--- config.mk ---
export PLATFORM = sky130hd
export DESIGN_NAME = cordic_dual_mode_engine
export DESIGN_NICKNAME = d
export VERILOG_FILES = /design/src/rtl/cordic_dual_mode_engine.sv
export SDC_FILE = /design/constraint.sdc
export NUM_CORES = 1
export LEC_CHECK = 0
export ABC_AREA = 0
export CORE_MARGIN = 2
export CORE_UTILIZATION = 57
export CTS_CLUSTER_SIZE = 8
export DETAILED_ROUTE_END_ITERATION = 8
export GPL_TIMING_DRIVEN = 0
export PLACE_DENSITY = 0.76
export SYNTH_ARGS = -nofsm -noshare
export SYNTH_HDL_FRONTEND = slang
export SYNTH_SLANG_ARGS = --single-unit
--- constraint.sdc ---
create_clock -name clock -period 6.45 [get_ports clock]
set_input_delay 1.29 -clock clock [delete_from_list [all_inputs] [get_ports clock]]
set_output_delay 1.29 -clock clock [all_outputs]
set_load 0.005 [all_outputs]
--- src/rtl/cordic_dual_mode_engine.sv ---
`default_nettype none
// ============================================================================
//  Module      : cordic_dual_mode_engine
//  Description : Iterative CORDIC (one micro-rotation per cycle), rotation or
//                vectoring mode, binary-angle format, gain compensation and
//                symmetric output saturation behind valid/ready handshakes.
//  Revision    : 1.0 - initial release
// ============================================================================
module cordic_dual_mode_engine #(
    parameter int WIDTH       = 16,
    parameter int ITERATIONS  = 15,
    parameter int ANGLE_WIDTH = 32,
    parameter int GAIN_COMP   = 1,
    parameter int TAG_WIDTH   = 4
) (
    input  logic                   clock,
    input  logic                   reset_n,
    input  logic                   in_valid,
    output logic                   in_ready,
    input  logic                   in_mode,
    input  logic [WIDTH-1:0]       in_x,
    input  logic [WIDTH-1:0]       in_y,
    input  logic [ANGLE_WIDTH-1:0] in_angle,
    input  logic [TAG_WIDTH-1:0]   in_tag,
    output logic                   out_valid,
    input  logic                   out_ready,
    output logic [WIDTH-1:0]       out_x,
    output logic [WIDTH-1:0]       out_y,
    output logic [ANGLE_WIDTH-1:0] out_angle,
    output logic [TAG_WIDTH-1:0]   out_tag,
    output logic                   out_sat
);

    localparam int c_dw = WIDTH + 2;
    localparam int c_pw = c_dw + 18;
    localparam int c_cw = (ITERATIONS > 1) ? $clog2(ITERATIONS) : 1;

    localparam logic [1:0] c_st_idle  = 2'd0;
    localparam logic [1:0] c_st_iter  = 2'd1;
    localparam logic [1:0] c_st_scale = 2'd2;
    localparam logic [1:0] c_st_out   = 2'd3;

    localparam logic [ANGLE_WIDTH-1:0] c_half_turn = {1'b1, {(ANGLE_WIDTH-1){1'b0}}};
    localparam logic signed [c_pw-1:0] c_lim_hi    = (c_pw'(1) <<< (WIDTH-1)) - c_pw'(1);
    localparam logic signed [c_pw-1:0] c_lim_lo    = -c_lim_hi;

    if (ITERATIONS < 1 || ITERATIONS > WIDTH || ITERATIONS > ANGLE_WIDTH - 2) begin : g_bad_iter
        $error("cordic_dual_mode_engine: ITERATIONS out of legal range");
    end

    function automatic logic [ANGLE_WIDTH-1:0] atan_code(input int idx);
        real v;
        v = $atan(2.0 ** (-idx)) / (2.0 * 3.14159265358979323846) * (2.0 ** ANGLE_WIDTH);
        return ANGLE_WIDTH'(longint'(v));
    endfunction

    // Returns {clip, value} with the value limited to +/-(2^(WIDTH-1)-1).
    function automatic logic [WIDTH:0] saturate(input logic signed [c_pw-1:0] v);
        logic [WIDTH:0] res;
        if (v > c_lim_hi)      res = {1'b1, 1'b0, {(WIDTH-1){1'b1}}};
        else if (v < c_lim_lo) res = {1'b1, 1'b1, {(WIDTH-2){1'b0}}, 1'b1};
        else                   res = {1'b0, v[WIDTH-1:0]};
        return res;
    endfunction

    logic [ANGLE_WIDTH-1:0] w_atan_tab [ITERATIONS];

    for (genvar g = 0; g < ITERATIONS; g++) begin : g_atan
        localparam logic [ANGLE_WIDTH-1:0] c_atan = atan_code(g);
        assign w_atan_tab[g] = c_atan;
    end

    logic [1:0]              r_state;
    logic [1:0]              w_state_next;
    logic [c_cw-1:0]         r_iter;
    logic                    r_mode;
    logic [TAG_WIDTH-1:0]    r_tag;
    logic signed [c_dw-1:0]  r_x;
    logic signed [c_dw-1:0]  r_y;
    logic [ANGLE_WIDTH-1:0]  r_z;
    logic [WIDTH-1:0]        r_out_x;
    logic [WIDTH-1:0]        r_out_y;
    logic [ANGLE_WIDTH-1:0]  r_out_angle;
    logic [TAG_WIDTH-1:0]    r_out_tag;
    logic                    r_out_sat;

    logic signed [c_dw-1:0]  w_in_x;
    logic signed [c_dw-1:0]  w_in_y;
    logic                    w_flip;
    logic signed [c_dw-1:0]  w_pre_x;
    logic signed [c_dw-1:0]  w_pre_y;
    logic [ANGLE_WIDTH-1:0]  w_pre_z;
    logic                    w_dir_pos;
    logic signed [c_dw-1:0]  w_xs;
    logic signed [c_dw-1:0]  w_ys;
    logic signed [c_dw-1:0]  w_x_next;
    logic signed [c_dw-1:0]  w_y_next;
    logic [ANGLE_WIDTH-1:0]  w_z_next;
    logic signed [c_pw-1:0]  w_scl_x;
    logic signed [c_pw-1:0]  w_scl_y;
    logic [WIDTH:0]          w_sat_x;
    logic [WIDTH:0]          w_sat_y;

    // Pre-rotation folds the input into the +/-90 deg convergence range.
    always_comb begin
        w_in_x  = {{2{in_x[WIDTH-1]}}, in_x};
        w_in_y  = {{2{in_y[WIDTH-1]}}, in_y};
        w_flip  = in_mode ? in_x[WIDTH-1] : (in_angle[ANGLE_WIDTH-1] ^ in_angle[ANGLE_WIDTH-2]);
        w_pre_x = w_flip ? -w_in_x : w_in_x;
        w_pre_y = w_flip ? -w_in_y : w_in_y;
        if (in_mode) w_pre_z = w_flip ? c_half_turn : '0;
        else         w_pre_z = w_flip ? (in_angle - c_half_turn) : in_angle;
    end

    always_comb begin
        w_dir_pos = r_mode ? r_y[c_dw-1] : ~r_z[ANGLE_WIDTH-1];
        w_xs      = r_x >>> r_iter;
        w_ys      = r_y >>> r_iter;
        w_x_next  = w_dir_pos ? (r_x - w_ys) : (r_x + w_ys);
        w_y_next  = w_dir_pos ? (r_y + w_xs) : (r_y - w_xs);
        w_z_next  = w_dir_pos ? (r_z - w_atan_tab[r_iter]) : (r_z + w_atan_tab[r_iter]);
    end

    if (GAIN_COMP != 0) begin : g_gain
        localparam logic signed [c_pw-1:0] c_k     = c_pw'(17'h09B75);
        localparam logic signed [c_pw-1:0] c_round = c_pw'(32'h0000_8000);
        assign w_scl_x = (c_pw'(r_x) * c_k + c_round) >>> 16;
        assign w_scl_y = (c_pw'(r_y) * c_k + c_round) >>> 16;
    end else begin : g_no_gain
        assign w_scl_x = c_pw'(r_x);
        assign w_scl_y = c_pw'(r_y);
    end

    assign w_sat_x = saturate(w_scl_x);
    assign w_sat_y = saturate(w_scl_y);

    always_ff @(posedge clock or negedge reset_n) begin
        if (!reset_n) r_state <= c_st_idle;
        else          r_state <= w_state_next;
    end

    always_comb begin
        w_state_next = r_state;
        case (r_state)
            c_st_idle:  if (in_valid) w_state_next = c_st_iter;
            c_st_iter:  if (r_iter == c_cw'(ITERATIONS - 1)) w_state_next = c_st_scale;
            c_st_scale: w_state_next = c_st_out;
            c_st_out:   if (out_ready) w_state_next = c_st_idle;
            default:    w_state_next = c_st_idle;
        endcase
    end

    always_comb begin
        in_ready  = (r_state == c_st_idle);
        out_valid = (r_state == c_st_out);
    end

    always_ff @(posedge clock or negedge reset_n) begin
        if (!reset_n) begin
            r_iter      <= '0;
            r_mode      <= 1'b0;
            r_tag       <= '0;
            r_x         <= '0;
            r_y         <= '0;
            r_z         <= '0;
            r_out_x     <= '0;
            r_out_y     <= '0;
            r_out_angle <= '0;
            r_out_tag   <= '0;
            r_out_sat   <= 1'b0;
        end else begin
            case (r_state)
                c_st_idle: begin
                    if (in_valid) begin
                        r_iter <= '0;
                        r_mode <= in_mode;
                        r_tag  <= in_tag;
                        r_x    <= w_pre_x;
                        r_y    <= w_pre_y;
                        r_z    <= w_pre_z;
                    end
                end
                c_st_iter: begin
                    r_x    <= w_x_next;
                    r_y    <= w_y_next;
                    r_z    <= w_z_next;
                    r_iter <= r_iter + c_cw'(1);
                end
                c_st_scale: begin
                    r_out_x     <= w_sat_x[WIDTH-1:0];
                    r_out_y     <= w_sat_y[WIDTH-1:0];
                    r_out_sat   <= w_sat_x[WIDTH] | w_sat_y[WIDTH];
                    r_out_angle <= r_z;
                    r_out_tag   <= r_tag;
                end
                default: ;
            endcase
        end
    end

    assign out_x     = r_out_x;
    assign out_y     = r_out_y;
    assign out_angle = r_out_angle;
    assign out_tag   = r_out_tag;
    assign out_sat   = r_out_sat;

endmodule
`default_nettype wire

==> impl_metrics.toml <==
[floorplan]
initial_core_util_pct = 58.1
core_area_sq_um = 44400
dieArea_sq_um = 47000
rows = 77
io-pin-count = 144
die_y_microns = 217
fp.dieW_microns = 217

[synthesis]
ys_types = 87
synth-edff-count = 0
syn_area_per_cell_sq_um = 8.89
ys_ff_latch = 148
netlist_area_sq_um = 25800
seq_area_frac_synth_pct = 14.4
netlist_instances = 2900
async_flop_share_pct = 100
yosysWarningCount = 0
synth_nets = 3604
ys.flop_type = "dfrtp_1"

[worst_hold_path]
hp-class = "reg -> reg"

[grt]
grt_max_degree = 78
grt-ovfl-total = 0
grt_pass1_wl_microns = 127000
grt_antenna_before_repair = 1
grt_pass1_vias = 23500
grtUsageTotal_pct = 34.7

[drt]
vias_per_cell = 6.05
drc = 0
wl_per_cell_microns = 21.5
dr.pass1.iters = 7
drtIter0Drc = 1791
dr_total_vias = 23100
totalWireLength_microns = 82000
ant_nets = 0

[timing]
rsz0062_at_grt = "true"
setup_tns_ns = -3.55
timing.final.ws_setup_ns = -0.212
min_period_over_period_pct = 103
setup_viol = 31
period_minus_slack_ns = 6.66
finalHoldViolCount = 0
relSlewSlack_pct = 31.2
drv_slew = 0
skew_ns = 0.0136
fmax_mhz = 150
worst_slew_pin_slew_ns = 1.03

[worst_setup_path]
crit_type = "reg -> reg"
r2r_cells = 24
startpoint = "r_x[11]$_DFFE_PN0P_"
slowest_delay_ns = 0.62
crit_path_top_delay_cell = "fa_1"
crit_chain = "buf_4 -> ha_4 -> buf_4 -> fa_1 -> fa_1 -> fa_1 -> fa_1 -> inv_1 -> fa_1 -> inv_1 -> ha_4 -> and3_4 -> and2_4 -> a221oi_4 -> a31oi_4 -> o211ai_2 -> buf_6 -> buf_6 -> a31oi_4 -> o2111ai_4 -> nor4_4 -> nor3_4 -> or3b_4 -> a21oi_2"
cp-end-kind = "register"
crit_fanout = 7
timing.rr.end = "out_x[11]$_DFFE_PN0P_"
crit_path_end = "out_x[11]$_DFFE_PN0P_"
cpMostUsedCell = "fa_1"
required_ns = 6.86
arrival_ns = 7.08
critPathLaunchType = "register"
regToRegSetupSlack_ns = -0.21
r2r-start = "r_x[11]$_DFFE_PN0P_"

[place]
dp_hpwl_microns = 61400
pre_cts_ws_ns = -1.10
routabilityCongestion = 1.02
numPortBuffers = 142
placedCellCount = 3635

[cells_and_area]
multi_input_area_sq_um = 21100
syn_to_final_growth_pct = 21.3
nNetsFinal = 3917
utilization_pct = 70.4
final_cells = 3819
fillCellCount = 3340
drive_gt1_share_pct = 16.9
seqCellArea_sq_um = 3770

[clock_tree]
htreeDepth = 4
root_buffer = "clkbuf_16"
numCtsBuffers = 17
cts.sinks = 148
path_clk_slew_ns = 0.08
cts_tree = "yes"
clk_path_buf_depth = 2
clock_latency_ns = 0.49
ctsHoldBuffers = 0

[outcome]
violations = "setup timing"
outcome = "finished, violations left"

[run]
drv_cap = 0
==> routing by layer <==
metal | routed length (microns) | GRT usage, %
met1 | 34200 | 46.3
met5 | 13 | 0
met3 | 5510 | 5.12
met4 | 3040 | 12.9
met2 | 39200 | 57.4
==> cell usage in the layout (no fill, tap or decap), types with 88 or more instances in the layout <==
| cell | count |
|---|---|
| buf_4 | 140 |
| nor2_1 | 229 |
| nand2_1 | 161 |
| o21ai_0 | 128 |
| clkdlybuf4s50_1 | 141 |
| inv_1 | 465 |
| a21oi_1 | 173 |
| xor2_1 | 88 |
| dfrtp_1 | 112 |
| ha_1 | 312 |
| fa_1 | 250 |
==> final cells by class <==
class                   count  area share (%)
multi-input cells        2158            67.5
flip-flops and latches    148            12.1
repair buffers            301            8.90
inverters                 493            5.94
well taps                 592            2.37
clock buffers              18            1.40
plain buffers              94            1.38
clock inverters            14           0.500
diodes                      1         0.00800
==> worst min path at each step <==
stage | to | start | depth (start not counted)
floorplan | r_z[25]$_DFFE_PN0P_ | r_z[25]$_DFFE_PN0P_ | 2
global placement | r_tag[1]$_DFFE_PN0P_ | r_tag[1]$_DFFE_PN0P_ | 1
detailed placement | r_tag[1]$_DFFE_PN0P_ | r_tag[1]$_DFFE_PN0P_ | 1
CTS | r_tag[1]$_DFFE_PN0P_ | r_tag[1]$_DFFE_PN0P_ | 1
global route | out_angle[9]$_DFFE_PN0P_ | out_angle[9]$_DFFE_PN0P_ | 1
finish | r_tag[1]$_DFFE_PN0P_ | r_tag[1]$_DFFE_PN0P_ | 1
==> kinds of logic (layout without fill, tap and decap cells) <==
| logic type | Yosys count | in the layout | synth area share (%) |
|---|---|---|---|
| AND/OR/NAND/NOR | 618 | 618 | 11.0 |
| flip-flops | 148 | 148 | 14.4 |
| buffers and inverters | 594 | 920 | 8.83 |
| AO/OA/AOI/OAI | 616 | 616 | 15.4 |
| XOR/XNOR | 173 | 173 | 5.87 |
| multiplexers | 119 | 119 | 6.09 |
| other | 0 | 1 | 0 |
| adder cells (fa/ha/maj) | 632 | 632 | 38.4 |
==> registers in the layout, indices dropped and copies added (netlist names) <==
signal,count
r_x,18
out_tag,4
out_x,16
out_sat,1
r_z,32
out_y,16
out_angle,32
r_iter,4
r_tag,4
r_mode,1
r_state,2
r_y,18
==> what timing repair did <==
action / CTS / global route
cloned: 2 / 0
pin swaps: 111 / 81
setup buffers: 121 / 35
endpoints found under the setup margin: 49 / 46
gates resized for setup: 209 / 108
==> critical path: cells and delay by family (launching register included) <==
kind | cells | cell delay, ns
AOI/OAI and AO/OA | 6 | 1.24
and+or+nand+nor | 5 | 1.19
buffers and inverters | 6 | 0.68
DFF | 1 | 0.48
adders and majority gates | 7 | 2.99
==> synth_stat cells (all sizes together) (35+ instances only) <==
cell / instances / area [sq um]
inv: 493 / 1850
ha: 363 / 4540
fa: 268 / 5370
nor2: 230 / 863
a21oi: 199 / 996
nand2: 166 / 626
dfrtp: 148 / 3700
o21ai: 140 / 701
xor2: 89 / 780
xnor2: 84 / 736
clkbuf: 70 / 263
mux2: 61 / 691
nor3: 47 / 240
nand3: 40 / 200
a31oi: 37 / 263
a21o: 35 / 263
==> metrics by stage <==
stage	area (sq um)	hold WS, ns
2_1_floorplan	25800	0.472
3_3_place_gp	28000	0.481
3_5_place_dp	28000	0.488
4_1_cts	30600	0.506
5_1_grt	31300	0.522
6_report	31300	0.504
Power is left out: the tool's default activity adds up to more than one toggle a clock period on the data nets, which glitch-free logic cannot reach.
